## config.mk

```make
export PLATFORM = sky130hd
export DESIGN_NAME = cgra0_out_stream_packer
export DESIGN_NICKNAME = d
export VERILOG_FILES = /design/src/rtl/cgra0_out_pkg.sv /design/src/rtl/cgra0_sync_fifo.sv /design/src/rtl/cgra0_out_stream_packer.sv
export SDC_FILE = /design/constraint.sdc
export NUM_CORES = 2
export LEC_CHECK = 0
export CORE_ASPECT_RATIO = 1.25
export CORE_MARGIN = 10
export CORE_UTILIZATION = 45
export DETAILED_ROUTE_END_ITERATION = 16
export GPL_TIMING_DRIVEN = 1
export HOLD_SLACK_MARGIN = 0.1
export SLEW_MARGIN = 15
export SYNTH_ARGS = -nofsm -noshare
export SYNTH_HDL_FRONTEND = slang
export SYNTH_SLANG_ARGS = --single-unit
```

## constraint.sdc

```tcl
create_clock -name clk -period 10.19 [get_ports clk]
set_input_delay 1.5285 -clock clk [delete_from_list [all_inputs] [get_ports clk]]
set_output_delay 1.5285 -clock clk [all_outputs]
set_load 0.05 [all_outputs]
```

## src/rtl/cgra0_out_pkg.sv

```systemverilog
// Shared constants, state encoding and lane helpers for the CGRA output stream packer.
package cgra0_out_pkg;

   localparam int DATA_WIDTH     = 16;
   localparam int LANES          = 4;
   localparam int LANE_W         = $clog2(LANES);
   localparam int OUT_WIDTH      = DATA_WIDTH * LANES;
   localparam int FIFO_DEPTH_LOG = 4;
   localparam int AF_MARGIN      = 2;
   localparam int AF_LEVEL       = (1 << FIFO_DEPTH_LOG) - AF_MARGIN;

   typedef enum logic [1:0] {
      IDLE  = 2'd0,
      RUN   = 2'd1,
      FLUSH = 2'd2,
      DONE  = 2'd3
   } pk_state_t;

   typedef logic [LANES-1:0][DATA_WIDTH-1:0] lane_arr_t;

   // Keep lanes below 'used' and zero the rest (tail beat of a run).
   function automatic lane_arr_t pad_lanes(input lane_arr_t lanes, input logic [LANE_W-1:0] used);
      lane_arr_t res;
      res = lanes;
      for (int i = 0; i < LANES; i++) begin
         if (i >= int'(used)) res[i] = '0;
      end
      return res;
   endfunction

endpackage

```

## src/rtl/cgra0_sync_fifo.sv

```systemverilog
// Synchronous beat FIFO with registered read data, occupancy count and a flush input.
module cgra0_sync_fifo #(
   parameter int DATA_WIDTH = 64,
   parameter int DEPTH_LOG  = 4
) (
   input  logic                  clk,
   input  logic                  rst,
   input  logic                  clr,
   input  logic                  push,
   input  logic [DATA_WIDTH-1:0] din,
   input  logic                  pop,
   output logic [DATA_WIDTH-1:0] dout,
   output logic                  dout_valid,
   output logic [DEPTH_LOG:0]    count,
   output logic                  full,
   output logic                  empty
);

   localparam int DEPTH = 1 << DEPTH_LOG;
   localparam int CNT_W = DEPTH_LOG + 1;

   logic [DATA_WIDTH-1:0] mem_q [DEPTH];
   logic [DEPTH_LOG-1:0]  wr_ptr_q, wr_ptr_d;
   logic [DEPTH_LOG-1:0]  rd_ptr_q, rd_ptr_d;
   logic [CNT_W-1:0]      count_q, count_d;
   logic [DATA_WIDTH-1:0] dout_q, dout_d;
   logic                  dout_valid_q, dout_valid_d;
   logic                  push_ok, pop_ok;

   assign full       = (count_q == CNT_W'(DEPTH));
   assign empty      = (count_q == '0);
   assign count      = count_q;
   assign dout       = dout_q;
   assign dout_valid = dout_valid_q;

   // A push into a full FIFO still lands when a pop frees the slot in the same cycle.
   always_comb begin
      pop_ok       = pop && !empty && !clr;
      push_ok      = push && (!full || pop_ok) && !clr;
      wr_ptr_d     = wr_ptr_q;
      rd_ptr_d     = rd_ptr_q;
      count_d      = count_q;
      dout_d       = dout_q;
      dout_valid_d = pop_ok;
      if (clr) begin
         wr_ptr_d = '0;
         rd_ptr_d = '0;
         count_d  = '0;
      end else begin
         if (push_ok) wr_ptr_d = wr_ptr_q + DEPTH_LOG'(1);
         if (pop_ok)  rd_ptr_d = rd_ptr_q + DEPTH_LOG'(1);
         count_d = count_q + CNT_W'(push_ok) - CNT_W'(pop_ok);
      end
      if (pop_ok) dout_d = mem_q[rd_ptr_q];
   end

   always_ff @(posedge clk) begin
      if (push_ok) mem_q[wr_ptr_q] <= din;
   end

   always_ff @(posedge clk) begin
      if (rst) begin
         wr_ptr_q     <= '0;
         rd_ptr_q     <= '0;
         count_q      <= '0;
         dout_q       <= '0;
         dout_valid_q <= 1'b0;
      end else begin
         wr_ptr_q     <= wr_ptr_d;
         rd_ptr_q     <= rd_ptr_d;
         count_q      <= count_d;
         dout_q       <= dout_d;
         dout_valid_q <= dout_valid_d;
      end
   end

endmodule

```

## src/rtl/cgra0_out_stream_packer.sv

```systemverilog
// Packs 16-bit PE output words four at a time into 64-bit beats and queues them for the host.
//   state | meaning
//   IDLE  | after reset, waiting for start; in_we ignored
//   RUN   | accepting words into lanes, staging full beats for push
//   FLUSH | one cycle: push the staged or zero-padded final beat
//   DONE  | run complete, last beat pushed; in_we ignored until start
module cgra0_out_stream_packer
   import cgra0_out_pkg::*;
(
   input  logic                  clk,
   input  logic                  rst,
   input  logic                  start,
   input  logic [31:0]           qtd,
   input  logic [DATA_WIDTH-1:0] in_data,
   input  logic                  in_we,
   output logic                  almost_full,
   input  logic                  out_rd_en,
   output logic [OUT_WIDTH-1:0]  out_data,
   output logic                  out_valid,
   output logic                  out_available,
   output logic                  done,
   output logic                  overflow
);

   localparam int CNT_W = FIFO_DEPTH_LOG + 1;

   pk_state_t             state_q, state_d;
   logic [LANE_W-1:0]     lane_q, lane_d;
   logic [31:0]           word_cnt_q, word_cnt_d;
   logic [31:0]           qtd_q, qtd_d;
   lane_arr_t             lanes_q, lanes_d;
   logic [OUT_WIDTH-1:0]  stage_q, stage_d;
   logic                  stage_vld_q, stage_vld_d;
   logic                  overflow_q, overflow_d;
   logic                  almost_full_q, almost_full_d;

   logic                  fifo_push, fifo_full, fifo_empty;
   logic [OUT_WIDTH-1:0]  fifo_din;
   logic [CNT_W-1:0]      fifo_count, occ_nxt;
   logic                  push_ok, pop_ok;

   assign pop_ok        = out_rd_en && !fifo_empty && !start;
   assign done          = (state_q == DONE);
   assign overflow      = overflow_q;
   assign almost_full   = almost_full_q;
   assign out_available = !fifo_empty;

   always_comb begin
      state_d       = state_q;
      lane_d        = lane_q;
      word_cnt_d    = word_cnt_q;
      qtd_d         = qtd_q;
      lanes_d       = lanes_q;
      stage_d       = stage_q;
      stage_vld_d   = 1'b0;
      overflow_d    = overflow_q;
      fifo_push     = stage_vld_q;
      fifo_din      = stage_q;
      push_ok       = 1'b0;
      occ_nxt       = '0;
      almost_full_d = 1'b0;

      unique case (state_q)
         IDLE: ;
         RUN: begin
            if (in_we) begin
               lanes_d[lane_q] = in_data;
               lane_d          = lane_q + LANE_W'(1);
               word_cnt_d      = word_cnt_q + 32'd1;
               if (lane_q == LANE_W'(LANES - 1)) begin
                  stage_d     = lanes_d;
                  stage_vld_d = 1'b1;
               end
               if (word_cnt_d == qtd_q) state_d = FLUSH;
            end
         end
         // Entered with lane 0 the final beat sits in staging; otherwise pad it here.
         FLUSH: begin
            if (lane_q != '0) begin
               fifo_push = 1'b1;
               fifo_din  = pad_lanes(lanes_q, lane_q);
            end
            lane_d  = '0;
            state_d = DONE;
         end
         DONE: ;
      endcase

      if (start) begin
         state_d     = (qtd == 32'd0) ? DONE : RUN;
         lane_d      = '0;
         word_cnt_d  = '0;
         qtd_d       = qtd;
         lanes_d     = '0;
         stage_vld_d = 1'b0;
         overflow_d  = 1'b0;
         fifo_push   = 1'b0;
      end

      push_ok = fifo_push && (!fifo_full || pop_ok);
      if (fifo_push && !push_ok) overflow_d = 1'b1;
      occ_nxt       = start ? '0 : (fifo_count + CNT_W'(push_ok) - CNT_W'(pop_ok));
      almost_full_d = (occ_nxt >= CNT_W'(AF_LEVEL));
   end

   always_ff @(posedge clk) begin
      if (rst) begin
         state_q       <= IDLE;
         lane_q        <= '0;
         word_cnt_q    <= '0;
         qtd_q         <= '0;
         lanes_q       <= '0;
         stage_q       <= '0;
         stage_vld_q   <= 1'b0;
         overflow_q    <= 1'b0;
         almost_full_q <= 1'b0;
      end else begin
         state_q       <= state_d;
         lane_q        <= lane_d;
         word_cnt_q    <= word_cnt_d;
         qtd_q         <= qtd_d;
         lanes_q       <= lanes_d;
         stage_q       <= stage_d;
         stage_vld_q   <= stage_vld_d;
         overflow_q    <= overflow_d;
         almost_full_q <= almost_full_d;
      end
   end

   cgra0_sync_fifo #(
      .DATA_WIDTH (OUT_WIDTH),
      .DEPTH_LOG  (FIFO_DEPTH_LOG)
   ) u_fifo (
      .clk        (clk),
      .rst        (rst),
      .clr        (start),
      .push       (fifo_push),
      .din        (fifo_din),
      .pop        (out_rd_en),
      .dout       (out_data),
      .dout_valid (out_valid),
      .count      (fifo_count),
      .full       (fifo_full),
      .empty      (fifo_empty)
   );

endmodule

```

# After elaboration in Yosys (flattened, before gate mapping)
# Memories as Yosys holds them, arrays and structs flattened. A register that Yosys moved wholly into a read port is not among the register bits.
# Index checks and enable logic that the tools add are counted.
# word_totals
regBits	213
inputBits	53
romBits	0
latch_bits	0
ramBits	1024
mem_count	1
output_inout_bits	69
# classes
muxes	24
n_reduce_logical	23
bitwise_logic	2
div_mod_pow	0
shift	0
n_addsub	8
mul	0
magnitude_cmp	6
n_eq_ne	9
# memory_table
name	words	word_bits	rd	rd_clocked_by_memory_dff	write_ports	line_no	rtl
u_fifo.mem_q	16	64	1	1	1	cgra0_sync_fifo.sv:22	logic [DATA_WIDTH-1:0] mem_q [DEPTH];
# op_table
operator	count
64-bit 2-to-1 mux	2
64-bit bitwise mux	1
16-bit 2-to-1 mux	4
32-bit by 1-bit adder with 32-bit output (second input constant)	1
16-bit demux with 2-bit select	1
32-bit == test	1
32-bit logical NOT	1
5-bit by 1-bit adder with 5-bit output	2
2-bit 2-to-1 mux	5
5-bit by 1-bit subtractor with 5-bit output	2
4-bit by 1-bit adder with 4-bit output (second input constant)	2
1-bit 2-to-1 mux	8
2-bit case mux with 2 select lines	2
2-bit == test (second input constant)	3
1-bit logical AND	6
3-bit inequality test (second input constant)	2
3-bit AND reduction	2
2-bit nonzero test	3
5-bit == test (second input constant)	1
5-bit by 4-bit greater-or-equal comparator with 1-bit output (second input constant)	1
5-bit logical NOT	1
5-bit 2-to-1 mux	1
1-bit by 2-bit greater-or-equal comparator with 1-bit output (first input constant)	2
1-bit logical NOT	4
12 further kinds	14

# Logic depth before layout (Yosys ltp)
# logic_depth
ltp_word	10
depth_mapped	18

# By module
# From an unflattened synthesis, not the netlist that was laid out.
# hier_totals
hier_cells	3083
hier_area_um2	50788.7
# modules_own_cells
mod	area_each_um2	cells_each	instances
cgra0_sync_fifo	41447.3	1873	1
cgra0_out_stream_packer	9341.5	1210	1

# Least setup slack after synthesis
# No wires, ideal clock.
# synth_timing
path_kind	in2reg
start	input start
end	memory u_fifo.mem_q[3][0], enable pin
path_slack_ns	2.726
arrival_time_ns	6.900
path_stages	5
setup_ns	0.564
path_cell_list	inv_1 -> nand3_1 -> a311oi_2 -> nand2_1 -> nor3_1
# synth_between
elab_chain_len	7
word_cells_on_any_way	8
classes_between	3 x mux; 5 x reduce/logical
# synth_rtl
item	line_no	rtl
start, declared	cgra0_out_stream_packer.sv:12	input logic start,
1-bit logical NOT	cgra0_sync_fifo.sv:38, cgra0_sync_fifo.sv:39	
1-bit logical AND	cgra0_sync_fifo.sv:38	pop_ok = pop && !empty && !clr;
1-bit logical OR	cgra0_sync_fifo.sv:39	push_ok = push && (!full || pop_ok) && !clr;
1-bit logical AND	cgra0_sync_fifo.sv:39	
1-bit logical AND *	cgra0_sync_fifo.sv:39	
1-bit 2-to-1 mux *	cgra0_sync_fifo.sv:58	if (push_ok) mem_q[wr_ptr_q] <= din;
1-bit 2-to-1 mux (not written as such) *	cgra0_sync_fifo.sv:58	
end, declared	cgra0_sync_fifo.sv:22	
# Every way passes the cells marked *; elsewhere a longest branch is shown, timed or not.

# Final worst setup path
# layout_timing
start	register lane_q[1]
end	memory u_fifo.mem_q[4][20], enable pin
# layout_between
elab_chain_len	8
# layout_rtl
item	line_no	rtl
start, declared	cgra0_out_stream_packer.sv:28	logic [LANE_W-1:0] lane_q, lane_d;
start signal, assigned	cgra0_out_stream_packer.sv:119	lane_q <= lane_d;
2-bit nonzero test	cgra0_out_stream_packer.sv:79	if (lane_q != '0) begin
1-bit 2-to-1 mux	cgra0_out_stream_packer.sv:79	
1-bit 2-to-1 mux	cgra0_out_stream_packer.sv:63	unique case (state_q)
1-bit 2-to-1 mux	cgra0_out_stream_packer.sv:89	if (start) begin
1-bit logical AND (2 in a row)	cgra0_sync_fifo.sv:39	
1-bit 2-to-1 mux	cgra0_sync_fifo.sv:58	
1-bit 2-to-1 mux (not written as such)	cgra0_sync_fifo.sv:58	
# Every way passes these cells.

==> flow_metrics.tcl <==
set metrics [dict create \
    clk_path_buf_depth 3 \
    avgSynthCellArea_um2 17.1 \
    criticalPathCategory "flip-flop to flip-flop" \
    ys_top_cells_by_area "edfxtp_1, mux4_2, dfxtp_1, nand2_1, mux2i_1" \
    antenna_found_initial 9 \
    critPathMaxStageDelay_ns 0.93 \
    routabilityCongestion 0.867 \
    total_leakage_power_uw 0.0175 \
    drive_gt1_share_pct 18.7 \
    gr-total-overflow 0 \
    holdCritPathClass "flip-flop to flip-flop" \
    max_freq_mhz 181 \
    syn_to_final_growth_pct 13.7 \
    vias_per_cell 5.80 \
    drv_slew 0 \
    die_x_um 319 \
    tightest_slew_ns 1.19 \
    cellPowerDensity_nw_per_um2 183 \
    final_common_cell "edfxtp_1" \
    async_reset_ff_share_pct 0 \
    setup_viol 0 \
    grt_max_degree 150 \
    fin_cells 4627 \
    dieHeight_um 394 \
    seq_area_frac_synth_pct 71.3 \
    clk_pin_slew_ns 0.06 \
    syn_nets 3031 \
    start_util_pct 45.3 \
    ctsHoldBuffers 0 \
    start_kind "flip-flop" \
    synth_edf_count 1024 \
    synth_top_area_share_pct 61.0 \
    cts_tree "built" \
    cts_max_level 3 \
    rows 137 \
    ys_types 68 \
    drtIter0Drc 2322 \
    core_area_um2 111000 \
    syn_area_um2 50400 \
    finalHoldViolations 0 \
    vias 26849 \
    maxCapViolCount 0 \
    ant_nets 0 \
    grt_busiest_layer "met2" \
    dieArea_um2 126000 \
    final_nets 3129 \
    grt_use_total_pct 19.5 \
    arrival_ns 5.86 \
    dr.pass1.iters 5 \
    power.total_uw 10500 \
    rsz0062_at_grt "false" \
    setup_tns_ns 0 \
    wirelength_um 123000 \
    use_met1_pct 25.9 \
    final.period_utilization_pct 54.1 \
    port_buffers 121 \
    post-dp-hpwl_um 73100 \
    fin_crit_ns 5.51 \
    pin_count 122 \
    crit_slowest_cell "nor2_4" \
    status "completed" \
    vdd_drop_max_mv 0.145 \
    cts_sinks 1285 \
    end_kind "flip-flop" \
    grt_pass1_vias 27624 \
    cp_num_buf_inv 3 \
    clock-skew-final_ns 0.0275 \
    path_cells "inv_1 -> ha_2 -> nor2_4 -> buf_4 -> nor2_1 -> a311oi_2 -> nand2_1 -> nor2_4 -> buf_4" \
    dpl.cell_count 4391 \
    syn_inst 2958 \
    grt_first_pass_wirelength_um 184000 \
    crit_fanout 49 \
    synth-seq-cells 1285 \
    grt.met2_usage_pct 33.1 \
    clkLatencyLatePin_ns 0.74 \
    drc 0 \
    clockRootBuffer "clkbuf_16" \
    cts_setup_buffers 0 \
    slew_headroom_pct 20.5 \
    wl_per_cell_um 26.7 \
    cts_resized 0 \
    path_delay_family "simple AND/OR/NAND/NOR gates" \
    synth_top_area_cell "edfxtp_1" \
    cts_buffers 120 \
    ys.flop_type "edfxtp_1" \
    required_ns 10.54 \
    layout_common_cells "edfxtp_1, nand2_1, mux4_2" \
    yosys_warnings 0 \
    grtUsageMet3_pct 2.98 \
]
worst register-to-register path, stage by stage (launching register included):
cell      delay, ns
dfxtp_1        0.82
inv_1          0.16
ha_2           0.43
nor2_4         0.18
buf_4          0.49
nor2_1         0.19
a311oi_2       0.76
nand2_1        0.42
nor2_4         0.93
buf_4          0.71
worst paths after layout:
path / startpoint / endpoint / depth (start not counted) / slack, ns
hold reg to reg: stage_q[62] / stage_q[62] / 2 / 0.45
setup / recovery: lane_q[1] / u_fifo.mem_q[4][20] / 9 / 4.68
setup reg to reg: lane_q[1] / u_fifo.mem_q[4][20] / 9 / 4.68
hold / removal: stage_q[62] / stage_q[62] / 2 / 0.45
synthesized netlist by cell type, types with 11 or more instances:
master    instances
xnor2_1          39
mux4_2          320
a21oi_1         145
nand2_1         406
ha_1             18
nor3_1           15
mux2i_1          82
inv_1            19
edfxtp_1       1024
nand3_1          50
nor4_1           17
nor2_1          153
a211oi_1         49
nand4_1          11
clkbuf_1        137
buf_1            35
dfxtp_1         261
xor2_1           35
and2_1           28
stage by stage:
step	setup WS [ns]	util, %	area, um^2	hold slack (ns)
2_1_floorplan	2.73	-	50400	0.432
3_3_place_gp	4.11	47.8	53200	0.440
3_5_place_dp	4.05	47.8	53200	0.442
4_1_cts	4.36	51.4	57300	0.450
5_1_grt	4.41	51.5	57300	0.467
6_report	4.68	51.5	57300	0.450
layer usage:
layer | vias up | share of wire (%)
met5 | - | 0.044
met4 | 10 | 2.4
met3 | 178 | 6.2
met2 | 834 | 50
met1 | 14132 | 41
li1 | 11695 | -
registers in the layout, indices dropped and copies added (netlist names), 4 cells and up:
signal	flops
lanes_q	48
qtd_q	32
stage_q	64
u_fifo.count	5
u_fifo.dout	64
u_fifo.mem_q	1024
u_fifo.rd_ptr_q	4
u_fifo.wr_ptr_q	4
word_cnt_q	32
power by group:
part	leakage [uW]	total, uW	switching (uW)	internal [uW]
clock network	0.00195	4590	1940	2650
registers	0.0113	5620	18.3	5600
logic	0.00427	309	195	115
total	0.0175	10500	2160	8360
cell type report:
class                   instances  area, um^2
fillers                      9016       54100
flip-flops and latches       1285       36000
multi-input cells            1469       13800
clock buffers                 163        3290
well taps                    1459        1830
repair buffers                161        1580
clock inverters                66         777
inverters                      19        72.6
diodes                          5        12.5
logic make-up after synthesis:
kind of cell	count (synthesis)	synth area share (%)
compound gates	238	2.92
mux	403	15.9
xor+xnor	74	1.28
buf+inv	204	1.59
fa+ha+maj	20	0.526
simple gates	734	6.40
flops	1285	71.3
No activity file was read; power rests on OpenSTA's default activity.
